===== config.mk =====
export PLATFORM = sky130hd
export DESIGN_NAME = audio_gain_ramp_flat
export DESIGN_NICKNAME = d
export VERILOG_FILES = /design/src/rtl/audio_gain_pkg.sv /design/src/rtl/audio_gain_ramp_if.sv /design/src/rtl/gain_ramp_channel.sv /design/src/rtl/audio_gain_ramp.sv /design/src/flat_wrapper.sv
export SDC_FILE = /design/constraint.sdc
export NUM_CORES = 1
export LEC_CHECK = 0
export CORE_AREA = 3 3 198 200
export CTS_BUF_LIST = sky130_fd_sc_hd__clkbuf_8
export DETAILED_ROUTE_END_ITERATION = 6
export DIE_AREA = 0 0 201 203
export DONT_BUFFER_PORTS = 1
export GPL_TIMING_DRIVEN = 0
export PLACE_DENSITY = 0.53
export SYNTH_ARGS = -nofsm -noshare
export SYNTH_HDL_FRONTEND = slang
export SYNTH_SLANG_ARGS = --single-unit
export TNS_END_PERCENT = 5

===== constraint.sdc =====
create_clock -name clk -period 4.9 [get_ports clk]
set_clock_uncertainty 0.2 [all_clocks]
set_input_delay 1.225 -clock clk [delete_from_list [all_inputs] [get_ports clk]]
set_output_delay 1.225 -clock clk [all_outputs]
set_load 0.02 [all_outputs]

===== src/rtl/audio_gain_pkg.sv =====
// audio_gain_pkg
// Shared constants for the audio gain ramp block: CSR offsets, CTRL bit
// positions, reset value of CTRL and the signed saturation helper used by
// the output stage.
package audio_gain_pkg;

  // CSR word addresses
  localparam logic [5:0] CSR_CTRL_ADDR = 6'd0;
  localparam int         DEF_GAIN_BASE = 16;
  localparam int         DEF_CUR_BASE  = 32;

  // CTRL register layout and reset value (ramp enabled, unmuted)
  localparam int         CTRL_MUTE_BIT = 0;
  localparam int         CTRL_RAMP_BIT = 1;
  localparam logic [1:0] CTRL_RESET    = 2'b10;

  // Working width of the saturation helper
  localparam int SAT_W = 64;

  // Clamp a signed value to the range of a signed 'width'-bit number.
  function automatic logic signed [SAT_W-1:0] sat_signed(
    input logic signed [SAT_W-1:0] value,
    input int                      width
  );
    logic signed [SAT_W-1:0] max_v;
    logic signed [SAT_W-1:0] min_v;
    logic signed [SAT_W-1:0] res;
    max_v = (64'sd1 <<< (width - 1)) - 64'sd1;
    min_v = -max_v - 64'sd1;
    if (value > max_v) begin
      res = max_v;
    end else if (value < min_v) begin
      res = min_v;
    end else begin
      res = value;
    end
    return res;
  endfunction

endpackage


===== src/rtl/audio_gain_ramp_if.sv =====
// audio_gain_ramp_if
// Bundles the CSR slave port (avs_*), the Avalon-ST sink (snk_*) and the
// Avalon-ST source (src_*) of audio_gain_ramp.
//   master : drives CSR strobes, sink samples and src_ready (system side)
//   slave  : the gain block itself
interface audio_gain_ramp_if #(
  parameter int CHANNELS = 2,
  parameter int DATA_W   = 24
);
  localparam int CH_W = (CHANNELS > 1) ? $clog2(CHANNELS) : 1;

  logic [5:0]               avs_address;
  logic                     avs_write;
  logic                     avs_read;
  logic [31:0]              avs_writedata;
  logic [31:0]              avs_readdata;

  logic                     snk_valid;
  logic                     snk_ready;
  logic signed [DATA_W-1:0] snk_data;
  logic [CH_W-1:0]          snk_channel;

  logic                     src_valid;
  logic                     src_ready;
  logic signed [DATA_W-1:0] src_data;
  logic [CH_W-1:0]          src_channel;

  modport master (
    output avs_address, avs_write, avs_read, avs_writedata,
    input  avs_readdata,
    output snk_valid, snk_data, snk_channel,
    input  snk_ready,
    input  src_valid, src_data, src_channel,
    output src_ready
  );

  modport slave (
    input  avs_address, avs_write, avs_read, avs_writedata,
    output avs_readdata,
    input  snk_valid, snk_data, snk_channel,
    output snk_ready,
    output src_valid, src_data, src_channel,
    input  src_ready
  );
endinterface


===== src/rtl/gain_ramp_channel.sv =====
// gain_ramp_channel
// Per-channel target and current gain registers plus the step logic.
// Ports:
//   clk, reset_n : clock, async active-low reset (both gains -> unity)
//   i_wr_en      : CSR write to this channel's target
//   i_wr_data    : new target value
//   i_mute       : force the effective target to zero
//   i_ramp_en    : 1 = step one LSB per transfer, 0 = track target directly
//   i_step       : a sample of this channel is being transferred
//   o_target     : programmed target gain
//   o_cur        : current gain applied to samples
module gain_ramp_channel #(
  parameter int GAIN_W = 8
) (
  input  logic              clk,
  input  logic              reset_n,
  input  logic              i_wr_en,
  input  logic [GAIN_W-1:0] i_wr_data,
  input  logic              i_mute,
  input  logic              i_ramp_en,
  input  logic              i_step,
  output logic [GAIN_W-1:0] o_target,
  output logic [GAIN_W-1:0] o_cur
);
  localparam int                FRAC  = GAIN_W - 2;
  localparam logic [GAIN_W-1:0] UNITY = GAIN_W'(1) << FRAC;

  logic [GAIN_W-1:0] r_target;
  logic [GAIN_W-1:0] r_cur;
  logic [GAIN_W-1:0] w_eff;
  logic [GAIN_W-1:0] w_cur_nxt;

  // Effective target: muting overrides the programmed target
  always_comb begin
    w_eff = r_target;
    if (i_mute) begin
      w_eff = {GAIN_W{1'b0}};
    end else begin
      w_eff = r_target;
    end
  end

  // Next current gain. The step uses the registered target, so a write
  // landing in the same cycle as a transfer only affects later transfers.
  always_comb begin
    w_cur_nxt = r_cur;
    if (!i_ramp_en) begin
      w_cur_nxt = w_eff;
    end else if (i_step) begin
      if (r_cur < w_eff) begin
        w_cur_nxt = r_cur + GAIN_W'(1);
      end else if (r_cur > w_eff) begin
        w_cur_nxt = r_cur - GAIN_W'(1);
      end else begin
        w_cur_nxt = r_cur;
      end
    end else begin
      w_cur_nxt = r_cur;
    end
  end

  // Target register, loaded by CSR writes
  always_ff @(posedge clk or negedge reset_n) begin
    if (!reset_n) begin
      r_target <= UNITY;
    end else if (i_wr_en) begin
      r_target <= i_wr_data;
    end
  end

  // Current gain register
  always_ff @(posedge clk or negedge reset_n) begin
    if (!reset_n) begin
      r_cur <= UNITY;
    end else begin
      r_cur <= w_cur_nxt;
    end
  end

  assign o_target = r_target;
  assign o_cur    = r_cur;
endmodule


===== src/rtl/audio_gain_ramp.sv =====
// audio_gain_ramp
// Multi-channel audio gain stage with per-channel gain ramping and mute.
// Samples are multiplied by the channel's current gain (fixed point with
// GAIN_W-2 fraction bits), shifted back, and saturated to DATA_W bits in a
// two-stage elastic pipeline.
// Ports:
//   clk     : single clock
//   reset_n : async active-low reset
//   bus     : audio_gain_ramp_if.slave -- CSR (avs_*), sink (snk_*),
//             source (src_*)
module audio_gain_ramp
  import audio_gain_pkg::*;
#(
  parameter int CHANNELS  = 2,
  parameter int DATA_W    = 24,
  parameter int GAIN_W    = 8,
  parameter int GAIN_BASE = DEF_GAIN_BASE,
  parameter int CUR_BASE  = DEF_CUR_BASE
) (
  input  logic                clk,
  input  logic                reset_n,
  audio_gain_ramp_if.slave    bus
);
  localparam int CH_W   = (CHANNELS > 1) ? $clog2(CHANNELS) : 1;
  localparam int FRAC   = GAIN_W - 2;
  localparam int PROD_W = DATA_W + GAIN_W + 1;

  logic [1:0]               r_ctrl;
  logic [31:0]              r_readdata;
  logic                     r_s1_valid;
  logic signed [PROD_W-1:0] r_s1_prod;
  logic [CH_W-1:0]          r_s1_ch;
  logic                     r_s2_valid;
  logic signed [DATA_W-1:0] r_s2_data;
  logic [CH_W-1:0]          r_s2_ch;

  logic                     w_mute;
  logic                     w_ramp_en;
  logic                     w_ctrl_wr;
  logic                     w_s2_ready;
  logic                     w_s1_adv;
  logic                     w_snk_ready;
  logic                     w_xfer;
  logic                     w_ch_ok;
  logic [GAIN_W-1:0]        w_gain;
  logic signed [PROD_W-1:0] w_data_ext;
  logic signed [PROD_W-1:0] w_gain_ext;
  logic signed [PROD_W-1:0] w_prod;
  logic signed [PROD_W-1:0] w_shift;
  logic signed [DATA_W-1:0] w_s2_data;
  logic [31:0]              w_rd_data;
  logic [GAIN_W-1:0]        w_tgt    [CHANNELS];
  logic [GAIN_W-1:0]        w_cur    [CHANNELS];
  logic [31:0]              w_rd_gain[CHANNELS];
  logic [31:0]              w_rd_cur [CHANNELS];
  logic [31-GAIN_W:0]       w_unused_wdata;

  assign w_mute         = r_ctrl[CTRL_MUTE_BIT];
  assign w_ramp_en      = r_ctrl[CTRL_RAMP_BIT];
  assign w_ctrl_wr      = bus.avs_write & (bus.avs_address == CSR_CTRL_ADDR);
  assign w_unused_wdata = bus.avs_writedata[31:GAIN_W];

  // Pipeline flow control: a stage accepts when empty or when it empties
  assign w_s2_ready  = ~r_s2_valid | bus.src_ready;
  assign w_s1_adv    = r_s1_valid & w_s2_ready;
  assign w_snk_ready = ~r_s1_valid | w_s1_adv;
  assign w_xfer      = bus.snk_valid & w_snk_ready;
  assign w_ch_ok     = int'(bus.snk_channel) < CHANNELS;

  // Per-channel gain state and CSR readback terms
  for (genvar c = 0; c < CHANNELS; c++) begin : g_ch
    localparam logic [5:0]      GADDR = 6'(GAIN_BASE + c);
    localparam logic [5:0]      CADDR = 6'(CUR_BASE + c);
    localparam logic [CH_W-1:0] CH_ID = CH_W'(c);
    logic w_wr_en;
    logic w_step;

    assign w_wr_en = bus.avs_write & (bus.avs_address == GADDR);
    assign w_step  = w_xfer & w_ch_ok & (bus.snk_channel == CH_ID);

    gain_ramp_channel #(
      .GAIN_W (GAIN_W)
    ) u_chan (
      .clk       (clk),
      .reset_n   (reset_n),
      .i_wr_en   (w_wr_en),
      .i_wr_data (bus.avs_writedata[GAIN_W-1:0]),
      .i_mute    (w_mute),
      .i_ramp_en (w_ramp_en),
      .i_step    (w_step),
      .o_target  (w_tgt[c]),
      .o_cur     (w_cur[c])
    );

    assign w_rd_gain[c] = (bus.avs_address == GADDR) ? 32'(w_tgt[c]) : 32'd0;
    assign w_rd_cur[c]  = (bus.avs_address == CADDR) ? 32'(w_cur[c]) : 32'd0;
  end

  // CSR read mux; unmapped addresses fall through as zero
  always_comb begin
    w_rd_data = (bus.avs_address == CSR_CTRL_ADDR) ? {30'd0, r_ctrl} : 32'd0;
    for (int c = 0; c < CHANNELS; c++) begin
      w_rd_data = w_rd_data | w_rd_gain[c] | w_rd_cur[c];
    end
  end

  // Gain select: out-of-range channels pass with zero gain
  always_comb begin
    w_gain = {GAIN_W{1'b0}};
    if (w_ch_ok) begin
      w_gain = w_cur[bus.snk_channel];
    end else begin
      w_gain = {GAIN_W{1'b0}};
    end
  end

  // Gain is zero-extended by one bit so the signed multiply treats it as
  // non-negative
  assign w_data_ext = PROD_W'(bus.snk_data);
  assign w_gain_ext = $signed(PROD_W'({1'b0, w_gain}));
  assign w_prod     = w_data_ext * w_gain_ext;

  assign w_shift   = r_s1_prod >>> FRAC;
  assign w_s2_data = DATA_W'(sat_signed(SAT_W'(w_shift), DATA_W));

  // CTRL register
  always_ff @(posedge clk or negedge reset_n) begin
    if (!reset_n) begin
      r_ctrl <= CTRL_RESET;
    end else if (w_ctrl_wr) begin
      r_ctrl <= bus.avs_writedata[1:0];
    end
  end

  // Registered CSR read data
  always_ff @(posedge clk or negedge reset_n) begin
    if (!reset_n) begin
      r_readdata <= 32'd0;
    end else if (bus.avs_read) begin
      r_readdata <= w_rd_data;
    end
  end

  // Stage 1: multiply
  always_ff @(posedge clk or negedge reset_n) begin
    if (!reset_n) begin
      r_s1_valid <= 1'b0;
      r_s1_prod  <= {PROD_W{1'b0}};
      r_s1_ch    <= {CH_W{1'b0}};
    end else if (w_snk_ready) begin
      r_s1_valid <= bus.snk_valid;
      r_s1_prod  <= w_prod;
      r_s1_ch    <= bus.snk_channel;
    end
  end

  // Stage 2: shift and saturate; holds while the sink stalls
  always_ff @(posedge clk or negedge reset_n) begin
    if (!reset_n) begin
      r_s2_valid <= 1'b0;
      r_s2_data  <= {DATA_W{1'b0}};
      r_s2_ch    <= {CH_W{1'b0}};
    end else if (w_s2_ready) begin
      r_s2_valid <= r_s1_valid;
      r_s2_data  <= w_s2_data;
      r_s2_ch    <= r_s1_ch;
    end
  end

  assign bus.snk_ready    = w_snk_ready;
  assign bus.src_valid    = r_s2_valid;
  assign bus.src_data     = r_s2_data;
  assign bus.src_channel  = r_s2_ch;
  assign bus.avs_readdata = r_readdata;
endmodule

===== src/flat_wrapper.sv =====
// flat-port wrapper written by rule: the top's interface ports become plain ports
module audio_gain_ramp_flat import audio_gain_pkg::*;
#(
  parameter int CHANNELS  = 2,
  parameter int DATA_W    = 24,
  parameter int GAIN_W    = 8,
  parameter int GAIN_BASE = DEF_GAIN_BASE,
  parameter int CUR_BASE  = DEF_CUR_BASE
)
  (clk, reset_n, bus_avs_address, bus_avs_write, bus_avs_read, bus_avs_writedata, bus_avs_readdata, bus_snk_valid, bus_snk_data, bus_snk_channel, bus_snk_ready, bus_src_valid, bus_src_data, bus_src_channel, bus_src_ready);
  audio_gain_ramp_if #(.CHANNELS(CHANNELS), .DATA_W(DATA_W)) bus_i ();
  input  logic clk;
  input  logic reset_n;
  input wire logic [$bits(bus_i.avs_address)-1:0] bus_avs_address;
  input wire logic [$bits(bus_i.avs_write)-1:0] bus_avs_write;
  input wire logic [$bits(bus_i.avs_read)-1:0] bus_avs_read;
  input wire logic [$bits(bus_i.avs_writedata)-1:0] bus_avs_writedata;
  output wire logic [$bits(bus_i.avs_readdata)-1:0] bus_avs_readdata;
  input wire logic [$bits(bus_i.snk_valid)-1:0] bus_snk_valid;
  input wire logic [$bits(bus_i.snk_data)-1:0] bus_snk_data;
  input wire logic [$bits(bus_i.snk_channel)-1:0] bus_snk_channel;
  output wire logic [$bits(bus_i.snk_ready)-1:0] bus_snk_ready;
  output wire logic [$bits(bus_i.src_valid)-1:0] bus_src_valid;
  output wire logic [$bits(bus_i.src_data)-1:0] bus_src_data;
  output wire logic [$bits(bus_i.src_channel)-1:0] bus_src_channel;
  input wire logic [$bits(bus_i.src_ready)-1:0] bus_src_ready;
  assign bus_i.avs_address = bus_avs_address;
  assign bus_i.avs_write = bus_avs_write;
  assign bus_i.avs_read = bus_avs_read;
  assign bus_i.avs_writedata = bus_avs_writedata;
  assign bus_avs_readdata = bus_i.avs_readdata;
  assign bus_i.snk_valid = bus_snk_valid;
  assign bus_i.snk_data = bus_snk_data;
  assign bus_i.snk_channel = bus_snk_channel;
  assign bus_snk_ready = bus_i.snk_ready;
  assign bus_src_valid = bus_i.src_valid;
  assign bus_src_data = bus_i.src_data;
  assign bus_src_channel = bus_i.src_channel;
  assign bus_i.src_ready = bus_src_ready;
  audio_gain_ramp #(.CHANNELS(CHANNELS), .DATA_W(DATA_W), .GAIN_W(GAIN_W), .GAIN_BASE(GAIN_BASE), .CUR_BASE(CUR_BASE)) u_core (.clk(clk), .reset_n(reset_n), .bus(bus_i));
endmodule

==> results.tsv <==
metric	value	unit
status	finished with violations	
violations	negative setup slack	
cts_buffers	9	
yosysMostFrequentCell	inv_1	
first_pass_iters	6	
num_vias	8952	
leakage	6.714	nW
tightestPinTransition	0.8201	ns
vdd_drop_max	0.2096	mV
setup_ws	-1.049	ns
postSynthRegisterBits	97	
track_usage	16.42	%
cts_sinks	97	
root_buffer	clkbuf_8	
ys_top_cells_by_area	fa_1, dfrtp_1, ha_1	
synth-simple-area-share	15.86	%
drt-total-wl	32840	um
postSynth.asyncResetShare	100.0	%
grt-ovfl-total	0	
initial_core_util	31.02	%
post-route-drc-count	0	
port-buffer-count	0	
fillers	3845	
final_nets	1680	
viasPerCell	4.747	
cts-hold-fix-buffers	0	
synth_edf_count	0	
dp_hpwl	25610	um
hold_ws	0.2839	ns
synth_adder_area_share	35.59	%
cp-end-kind	flop	
crit_fanout	7	
drt_iter0_drc	468	
power.density	510.8	nW/um2
finalCriticalPeriod	5.949	ns
synth_top_area_cell	fa_1	
gp_congestion	0.8760	
cts_tree	built	
synth_mux_area_share	4.197	%
grt_start_max_net_pins	98	
synth_xor_area_share	3.005	%
synth-warning-count	0	
synth_ff_type	dfrtp_1	
setup_violations	26	
htreeDepth	3	
dp_slack	-2.293	ns
cts_buffer_depth	2	
synth_top_family_by_area	adder cells	
hold_violations	0	
cp.required	4.95	ns
critPathLaunchType	input port	
die_y	203	um
drtAntennaViolNets	0	
avgSynthCellArea	9.030	um2
antenna_found_initial	0	
synthTopCellsByCount	inv_1, nand2_1, fa_1	
path_clk_slew	0.09	ns
grt_pass1_wl	52890	um
netlist_area	11660	um2
syn_inst	1291	
power	7.039	mW
cp.arrival	6.00	ns
rows	71	
wire_per_inst	17.41	um
ios	128	
finalCritPeriodShare	121.4	%
grt_pass1_vias	9522	
final_max_slew_viol_count	0	
syn2layout_area_growth	18.20	%
core_area	37580	um2
fmax	168.1	MHz
rsz0062_at_grt	yes	
drive_above_1_share	17.24	%
synth-compound-area-share	10.98	%
yosysSeqAreaShare	20.88	%
fp.dieW	201	um
die-area	40800	um2
slew_headroom	45.33	%
synth_top_cell_area_share	25.93	%
clock_latency	0.38	ns
hold_class	flop to flop	
n_antenna_cell	0	
maxCapViolations	0	
criticalPathCategory	input port to flop	
yosysUniqueCellTypes	61	
## registers in the layout, summed over array words and instances (netlist names)
signal / cells
u_core.bus.src_valid: 1
u_core.r_s1_valid: 1
u_core.r_ctrl: 2
u_core.bus.src_data: 24
u_core.bus.src_channel: 1
u_core.g_ch.u_chan.o_cur: 16
u_core.r_s1_prod: 27
u_core.bus.avs_readdata: 8
u_core.g_ch.u_chan.o_target: 16
u_core.r_s1_ch: 1
## through the flow
stage	TNS (ns)	instances	utilization [%]	area, um2
final	-17.84	1886	36.67	13780
after global routing	-22.06	1886	36.67	13780
after CTS	-17.69	1883	36.37	13670
after detailed placement	-50.96	1825	33.60	12630
after global placement	-50.96	1825	33.60	12630
after floorplan	-20.59	1314	-	11990
## routing by layer
layer	global-route usage, %	vias to the layer above	routed length, um
li1	-	4236	-
met1	21.57	4487	14480
met2	29.11	189	16430
met3	2.629	40	1456
met4	2.585	0	464
met5	0	-	0
## cell families (layout without fill, tap and decap cells)
logic type | after synthesis | in the layout
AND/OR/NAND/NOR | 395 | 395
XOR/XNOR | 40 | 40
buffers and inverters | 269 | 330
other | 1 | 24
flip-flops | 97 | 97
AO/OA/AOI/OAI | 203 | 203
multiplexers | 45 | 45
adder cells (fa/ha/maj) | 241 | 241
## final timing paths
kind,start,cells past startpoint,slack [ns],endpoint
worst max-delay path,bus_snk_channel,19,-1.05,u_core.r_s1_prod[32]
worst min-delay path,u_core.r_s1_prod[6],2,0.28,u_core.r_s1_prod[6]
worst max register to register,u_core.g_ch[0].u_chan.o_cur[0],20,-0.72,u_core.r_s1_prod[32]
worst min register to register,u_core.r_s1_prod[6],2,0.28,u_core.r_s1_prod[6]
max in group asynchronous,reset_n,0,3.86,u_core.g_ch[1].u_chan.o_target[6]
min in group asynchronous,reset_n,0,0.34,u_core.bus.src_data[7]
## layout by cell type, fill, tap and decap left out, types with 9 or more instances in the layout
master,synthesis,final
nor2b_1,57,56
buf_4,24,59
nor3_1,11,10
xnor2_1,24,19
mux2i_1,14,12
inv_1,199,191
clkbuf_8,0,18
inv_2,1,11
ha_4,0,15
and2_1,44,41
xor2_1,16,15
dfrtp_1,92,92
fa_1,151,142
mux2_2,31,26
a21oi_2,1,10
a21o_1,25,25
a21oi_1,75,61
ha_1,90,73
nand2_1,198,191
o21ai_0,44,37
conb_1,1,24
clkbuf_1,40,22
nor2_1,46,44
fa_2,0,9
## cell type report
class	count	area, um2	share of cell area, %
tap	511	639.4	4.640
sequential	97	2434	17.66
buffer	68	568.0	4.122
inverter	200	750.7	5.448
clock inverter	7	63.81	0.4631
clock buffer	9	123.9	0.8989
multi-input combinational	948	8751	63.51
timing repair buffer	46	449.2	3.260
## power by group
part	switching [mW]	total, mW	internal (mW)
clock network	0.292	0.524	0.232
registers	0.357	1.44	1.08
logic	2.79	5.07	2.29
## repair_timing
item / in CTS / in global routing
resized for setup: 96 / 20
buffers inserted: 38 / 3
setup endpoints to repair: 27 / 27
pin swaps: 79 / 29
cloned: 5 / 0
## critical path: stages
cell and delay [ns]:
buf_12 0.11, mux2_4 0.39, clkbuf_16 0.19, and2_1 0.17, fa_1 0.56, fa_1 0.45
fa_1 0.54, inv_1 0.05, fa_1 0.51, inv_1 0.08, ha_4 0.29, nand2_2 0.12
nor2_1 0.09, a21oi_2 0.16, o21ai_1 0.09, a221o_1 0.37, a221oi_2 0.29, xnor2_1 0.18
o21ai_1 0.09
Power figures use the tool's default switching activity.
